$ cat src/rtl/servo_pwm_array.sv
// Multi-channel 50 Hz servo PWM generator with per-frame slew limiting.
// Position and enable changes are applied only at frame boundaries, so pulses are never cut short or stretched.
module servo_pwm_array #(
    parameter int CHANNELS  = 2,
    parameter int VAL_W     = 10,
    parameter int CLK_HZ    = 100_000_000,
    parameter int FRAME_US  = 20000,
    parameter int MIN_US    = 1000,
    parameter int MAX_US    = 2000,
    parameter int SLEW_STEP = 0
) (
    input  logic                      clk,
    input  logic                      rst,
    input  logic [CHANNELS*VAL_W-1:0] val,
    input  logic [CHANNELS-1:0]       val_valid,
    input  logic                      enable,
    output logic [CHANNELS-1:0]       pwm,
    output logic                      frame_start
);

    localparam int TICKS  = CLK_HZ / 1_000_000;
    localparam int PS_W   = (TICKS > 1) ? $clog2(TICKS) : 1;
    localparam int US_W   = $clog2(FRAME_US);
    localparam int WU_W   = $clog2(MAX_US + 1);
    localparam int RANGE  = MAX_US - MIN_US;
    localparam int PROD_W = VAL_W + $clog2(RANGE + 1);

    localparam logic [VAL_W-1:0] CENTRE   = VAL_W'(1) << (VAL_W - 1);
    localparam logic [WU_W-1:0]  CENTRE_W = WU_W'(MIN_US + RANGE / 2);

    logic [PS_W-1:0]     r_presc;
    logic [US_W-1:0]     r_us_cnt;
    logic                r_first;
    logic                r_en_frame;
    logic [CHANNELS-1:0] r_pwm;
    logic                r_frame_start;

    logic                w_tick;
    logic                w_boundary;
    logic [PS_W-1:0]     w_presc_next;
    logic [US_W-1:0]     w_us_next;
    logic                w_en_next;
    logic [CHANNELS-1:0] w_pwm_next;

    // r_first forces a boundary on the first edge after reset so a frame starts immediately.
    assign w_tick       = (r_presc == PS_W'(TICKS - 1));
    assign w_boundary   = r_first || (w_tick && (r_us_cnt == US_W'(FRAME_US - 1)));
    assign w_presc_next = (w_boundary || w_tick) ? '0 : r_presc + 1'b1;
    assign w_us_next    = w_boundary ? '0 : (w_tick ? r_us_cnt + 1'b1 : r_us_cnt);
    assign w_en_next    = w_boundary ? enable : r_en_frame;

    always_ff @(posedge clk or negedge rst) begin
        if (!rst) begin
            r_presc       <= '0;
            r_us_cnt      <= '0;
            r_first       <= 1'b1;
            r_en_frame    <= 1'b0;
            r_pwm         <= '0;
            r_frame_start <= 1'b0;
        end else begin
            r_presc       <= w_presc_next;
            r_us_cnt      <= w_us_next;
            r_first       <= 1'b0;
            r_en_frame    <= w_en_next;
            r_pwm         <= w_pwm_next;
            r_frame_start <= w_boundary;
        end
    end

    genvar gi;
    generate
        for (gi = 0; gi < CHANNELS; gi++) begin : g_ch
            logic [VAL_W-1:0]  r_target;
            logic [VAL_W-1:0]  r_pos;
            logic [WU_W-1:0]   r_width_us;
            logic [VAL_W-1:0]  w_pos_next;
            logic [PROD_W-1:0] w_prod;
            logic [PROD_W-1:0] w_scaled;
            logic [WU_W-1:0]   w_width_next;

            if (SLEW_STEP == 0) begin : g_direct
                assign w_pos_next = r_target;
            end else begin : g_slew
                // Step toward the target, landing exactly on it once within one step.
                always_comb begin
                    w_pos_next = r_target;
                    if (r_target > r_pos) begin
                        if (32'(r_target - r_pos) > SLEW_STEP)
                            w_pos_next = r_pos + VAL_W'(SLEW_STEP);
                    end else if (32'(r_pos - r_target) > SLEW_STEP) begin
                        w_pos_next = r_pos - VAL_W'(SLEW_STEP);
                    end
                end
            end

            assign w_prod       = PROD_W'(w_pos_next) * PROD_W'(RANGE);
            assign w_scaled     = w_prod >> VAL_W;
            assign w_width_next = w_boundary ? WU_W'(MIN_US) + WU_W'(w_scaled) : r_width_us;
            assign w_pwm_next[gi] = w_en_next && (32'(w_us_next) < 32'(w_width_next));

            always_ff @(posedge clk or negedge rst) begin
                if (!rst) begin
                    r_target   <= CENTRE;
                    r_pos      <= CENTRE;
                    r_width_us <= CENTRE_W;
                end else begin
                    if (val_valid[gi])
                        r_target <= val[gi*VAL_W +: VAL_W];
                    if (w_boundary)
                        r_pos <= w_pos_next;
                    r_width_us <= w_width_next;
                end
            end
        end
    endgenerate

    assign pwm         = r_pwm;
    assign frame_start = r_frame_start;

endmodule

$ cat config.mk
export PLATFORM = sky130hd
export DESIGN_NAME = servo_pwm_array
export DESIGN_NICKNAME = d
export VERILOG_FILES = /design/src/rtl/servo_pwm_array.sv
export SDC_FILE = /design/constraint.sdc
export NUM_CORES = 1
export LEC_CHECK = 0
export BUFFER_PORTS_ARGS = -buffer_cell sky130_fd_sc_hd__buf_2
export CAP_MARGIN = 30
export CORE_UTILIZATION = 56
export DETAILED_ROUTE_END_ITERATION = 7
export GPL_TIMING_DRIVEN = 0
export HOLD_SLACK_MARGIN = 0.06
export PLACE_DENSITY = 0.73
export SYNTH_ARGS = -nofsm -noshare
export SYNTH_HDL_FRONTEND = slang
export SYNTH_SLANG_ARGS = --single-unit
$ cat constraint.sdc
create_clock -name clk -period 7.53 [get_ports clk]
set_clock_uncertainty 0.05 [all_clocks]
set_input_delay 0 -clock clk [delete_from_list [all_inputs] [get_ports clk]]
set_output_delay 0 -clock clk [all_outputs]
set_load 0.1 [all_outputs]
==> results.md <==
Clock network:
- CTS placed an instance of sky130_fd_sc_hd__clkbuf_16 at the clock tree root.
- The clock input transition at the sequential cells of the worst setup and hold paths is 0.06 ns.
- The number of instances resized during post-cts repair is 0.
- The H-tree depth is 3.
- Buffers inserted to repair hold after CTS numbered 37.
- The post-CTS setup buffer count is 0.
- TritonCTS built the clock tree.
- In this run, CTS created clock tree buffers numbering 9.
- The clock latency on the worst-skew pair is 0.36 ns.
- Clock tree synthesis found a total of 69 sinks.
- The deepest clock path buffer count is 2.

Logic synthesis:
- The synthesized flop and latch total is 69.
- A synthesized cell averages 9.73 um2.
- The cell area that synthesis handed to floorplanning was 0.00700 mm2.
- Of all cell types, the one taking the most synthesized area is sky130_fd_sc_hd__dfrtp_1.
- The share of synthesized registers carrying an async set or reset is 100%.
- The part of the Yosys area used for sequential elements is 25.0%.
- Ranked by total cell area, the synthesized netlist is headed by sky130_fd_sc_hd__dfrtp_1, sky130_fd_sc_hd__ha_1, sky130_fd_sc_hd__fa_1.
- The gate count of the mapped netlist is 719.
- The number of nets handed over by synthesis was 902.
- The Yosys step of the flow raised 0 warnings.
- The synthesized design devotes to its leading area cell type 18.6% of total area.
- The number of different library cells in the post-synthesis netlist is 65.
- The main flop type after synthesis is sky130_fd_sc_hd__dfrtp_1.
- In this run, synthesis inferred 0 flip-flops with an integrated enable.

Job:
- The number of max-cap violations is 0.

Cells and area:
- The top cell types in the final layout, fill and taps aside, are sky130_fd_sc_hd__inv_1, sky130_fd_sc_hd__ha_1, sky130_fd_sc_hd__fa_1, sky130_fd_sc_hd__dfrtp_1, sky130_fd_sc_hd__nor2_1.
- The filler cells instantiated in the layout total 954.
- The final antenna diode count is 0.
- The library cell used most frequently in the layout, excluding fill and tap cells, is sky130_fd_sc_hd__inv_1.
- The layout net count is 975.
- The share of final-layout standard cells stronger than drive strength 1 is 10.9%.
- The layout overhead on the synthesized area is 14.1%.

Setup path:
- The biggest cell delay along the critical path is 0.55 ns.
- The maximum fanout along the worst path is 4.
- At the worst endpoint, the required time is 7.71 ns.
- The reg-to-reg startpoint is g_ch[0].r_target[3].
- Counting stages on the worst path, the most repeated cell is sky130_fd_sc_hd__fa_1.
- The worst setup path is launched from a register.
- The worst reg-to-reg setup slack is 1.04 ns.
- STA classifies the critical path endpoint as a register.
- The worst setup path startpoint is g_ch[0].r_target[3].
- The arrival time reported for the critical path endpoint is 6.68 ns.
- On the critical path, the stage with the largest delay is an instance of sky130_fd_sc_hd__fa_1.
- The type of the setup path with the least slack is reg -> reg.

Floorplan:
- The die outline width is 114 um.
- The initial cell density of the core is 57.8%.
- The number of rows created at floorplan is 40.
- After floorplanning, the core was sized to cover 0.0121 mm2.
- Measured along the y axis, the die boundary spans 114 um.
- The number of placed I/O pins is 28.
- The floorplan die area is 0.0129 mm2.

Placement:
- The final weighted congestion of routability-driven global placement is 0.874.
- The number of buffer cells added on primary ports is 25.
- The worst slack at placement is 1.03 ns.
- Once detailed placement completed, the half-perimeter wirelength came to 10900 um.

Routing:
- The routed wire length is 14600 um.
- In the routed design, unresolved DRC markers number 0.
- Once detail routing completed, the nets flagged for antenna violations numbered 0.
- The detailed router placed 5275 vias in this run.
- The number of iterations in the first detailed-routing pass is 4.
- After the first detailed-routing iteration, the DRC count stood at 272.
- After detailed routing, the average wire length per cell comes to 15.1 um.
- The number of vias per cell is 5.47.

Timing:
- The final setup violation count is 0.
- The ratio of final minimum period to clock period is 86.3%.
- The final number of max-transition violations is 0.
- After layout, the minimum clock period comes to 6.49 ns.
- For this run, the top clock speed supported by timing is 154 MHz.
- For the pin with the worst max-slew slack, the measured transition is 0.930 ns.
- The total negative slack is 0 ns.
- After layout, the worst setup slack is 1.04 ns.
- The worst pin sits at a relative slew slack of 38.0%.
- The final hold violation count came to 0.
- Setup repair after global routing left no endpoint under its margin.

Global routing:
- The number of global-route vias before repair was 5346.
- Entering global routing, the biggest net connects 70 pins.
- The global-route wire length before repair is 25000 um.
- The total congestion overflow after global routing is 0.
- The number of antenna violations at the first check in global routing is 0.
- Global routing used 24.8% of the available tracks.

Status:
- The run finished with clean final reports.

Worst hold path:
- The launch point of the worst hold path is val_valid[1].
- The worst hold path belongs to the class in -> reg.
==> sequential cells by signal (all words and copies together) (netlist names) <==
register	count
r_first	1
g_ch.r_width_us	22
r_en_frame	1
g_ch.r_target	20
r_presc	7
frame_start	1
r_us_cnt	15
pwm	2
==> worst max-delay path, delay by kind of cell (launching register included) <==
| kind | cells | cell delay (ns) |
|---|---|---|
| fa+ha+maj | 7 | 2.87 |
| compound gates | 7 | 1.27 |
| simple gates | 8 | 1.07 |
| flops | 1 | 0.44 |
| mux | 1 | 0.30 |
| buf+inv | 2 | 0.24 |
| xor+xnor | 1 | 0.13 |
==> synth_stat cells, types with 5 or more instances <==
| master | number |
|---|---|
| sky130_fd_sc_hd__inv_1 | 108 |
| sky130_fd_sc_hd__ha_1 | 100 |
| sky130_fd_sc_hd__fa_1 | 58 |
| sky130_fd_sc_hd__dfrtp_1 | 52 |
| sky130_fd_sc_hd__nor2_1 | 50 |
| sky130_fd_sc_hd__nand2_1 | 39 |
| sky130_fd_sc_hd__o21ai_0 | 34 |
| sky130_fd_sc_hd__xnor2_1 | 27 |
| sky130_fd_sc_hd__a21oi_1 | 23 |
| sky130_fd_sc_hd__nand3_1 | 18 |
| sky130_fd_sc_hd__xor2_1 | 18 |
| sky130_fd_sc_hd__dfstp_2 | 17 |
| sky130_fd_sc_hd__clkbuf_1 | 14 |
| sky130_fd_sc_hd__a21o_1 | 13 |
| sky130_fd_sc_hd__and3_1 | 11 |
| sky130_fd_sc_hd__and2_1 | 10 |
| sky130_fd_sc_hd__mux2i_1 | 9 |
| sky130_fd_sc_hd__nand4_1 | 9 |
| sky130_fd_sc_hd__or2_2 | 9 |
| sky130_fd_sc_hd__o21a_1 | 8 |
| sky130_fd_sc_hd__mux2_2 | 7 |
| sky130_fd_sc_hd__nor3_1 | 7 |
| sky130_fd_sc_hd__nor4_1 | 5 |
| sky130_fd_sc_hd__o211ai_1 | 5 |
| sky130_fd_sc_hd__or3_1 | 5 |
==> per-stage QoR <==
| step | util (%) | cells | area [um2] | hold slack [ns] |
|---|---|---|---|---|
| 4_1_cts | 65.9 | 965 | 7980 | 0.0735 |
| 3_3_place_gp | 60.5 | 912 | 7330 | 0.152 |
| 6_report | 65.9 | 965 | 7980 | 0.106 |
| 5_1_grt | 65.9 | 965 | 7980 | 0.159 |
| 3_5_place_dp | 60.6 | 912 | 7330 | 0.137 |
| 2_1_floorplan | - | 719 | 7000 | -0.346 |
==> final cells by class <==
cell class	count	area (um2)	area share (%)
Tap cell	168	210	2.63
Buffer	17	65.1	0.815
Multi-Input combinational cell	524	4770	59.7
Clock buffer	10	229	2.87
Timing Repair Buffer	62	498	6.24
Inverter	109	414	5.19
Sequential cell	69	1750	21.9
Clock inverter	6	48.8	0.611
==> logic make-up after synthesis <==
family	count (synthesis)	synth area share [%]
and+or+nand+nor	183	13.4
adders and majority gates	158	34.5
buffers and inverters	126	6.85
AOI/OAI and AO/OA	121	12.2
DFF	69	25.0
xor gates and xnor gates	45	5.63
muxes	16	2.41
other	1	0.0536
==> worst paths after layout <==
kind	depth (start not counted)	end
min reg2reg	2	g_ch[0].r_width_us[5]
max reg2reg	26	pwm[0]
min in group asynchronous	2	frame_start
min	3	g_ch[1].r_target[8]
max	26	pwm[0]
max in group asynchronous	2	g_ch[1].r_target[1]
==> layer usage <==
layer	vias up	wire (um)	GRT usage (%)	part of all wire, %
li1	2594	-	-	-
met1	2603	6520	31.3	45
met2	64	7490	44.0	51
met3	14	372	4.68	2.6
met4	0	193	6.41	1.3
met5	-	0	0	0
Power is not shown: default switching activity piles up to over one toggle a cycle in this logic, so the estimate is an artifact.
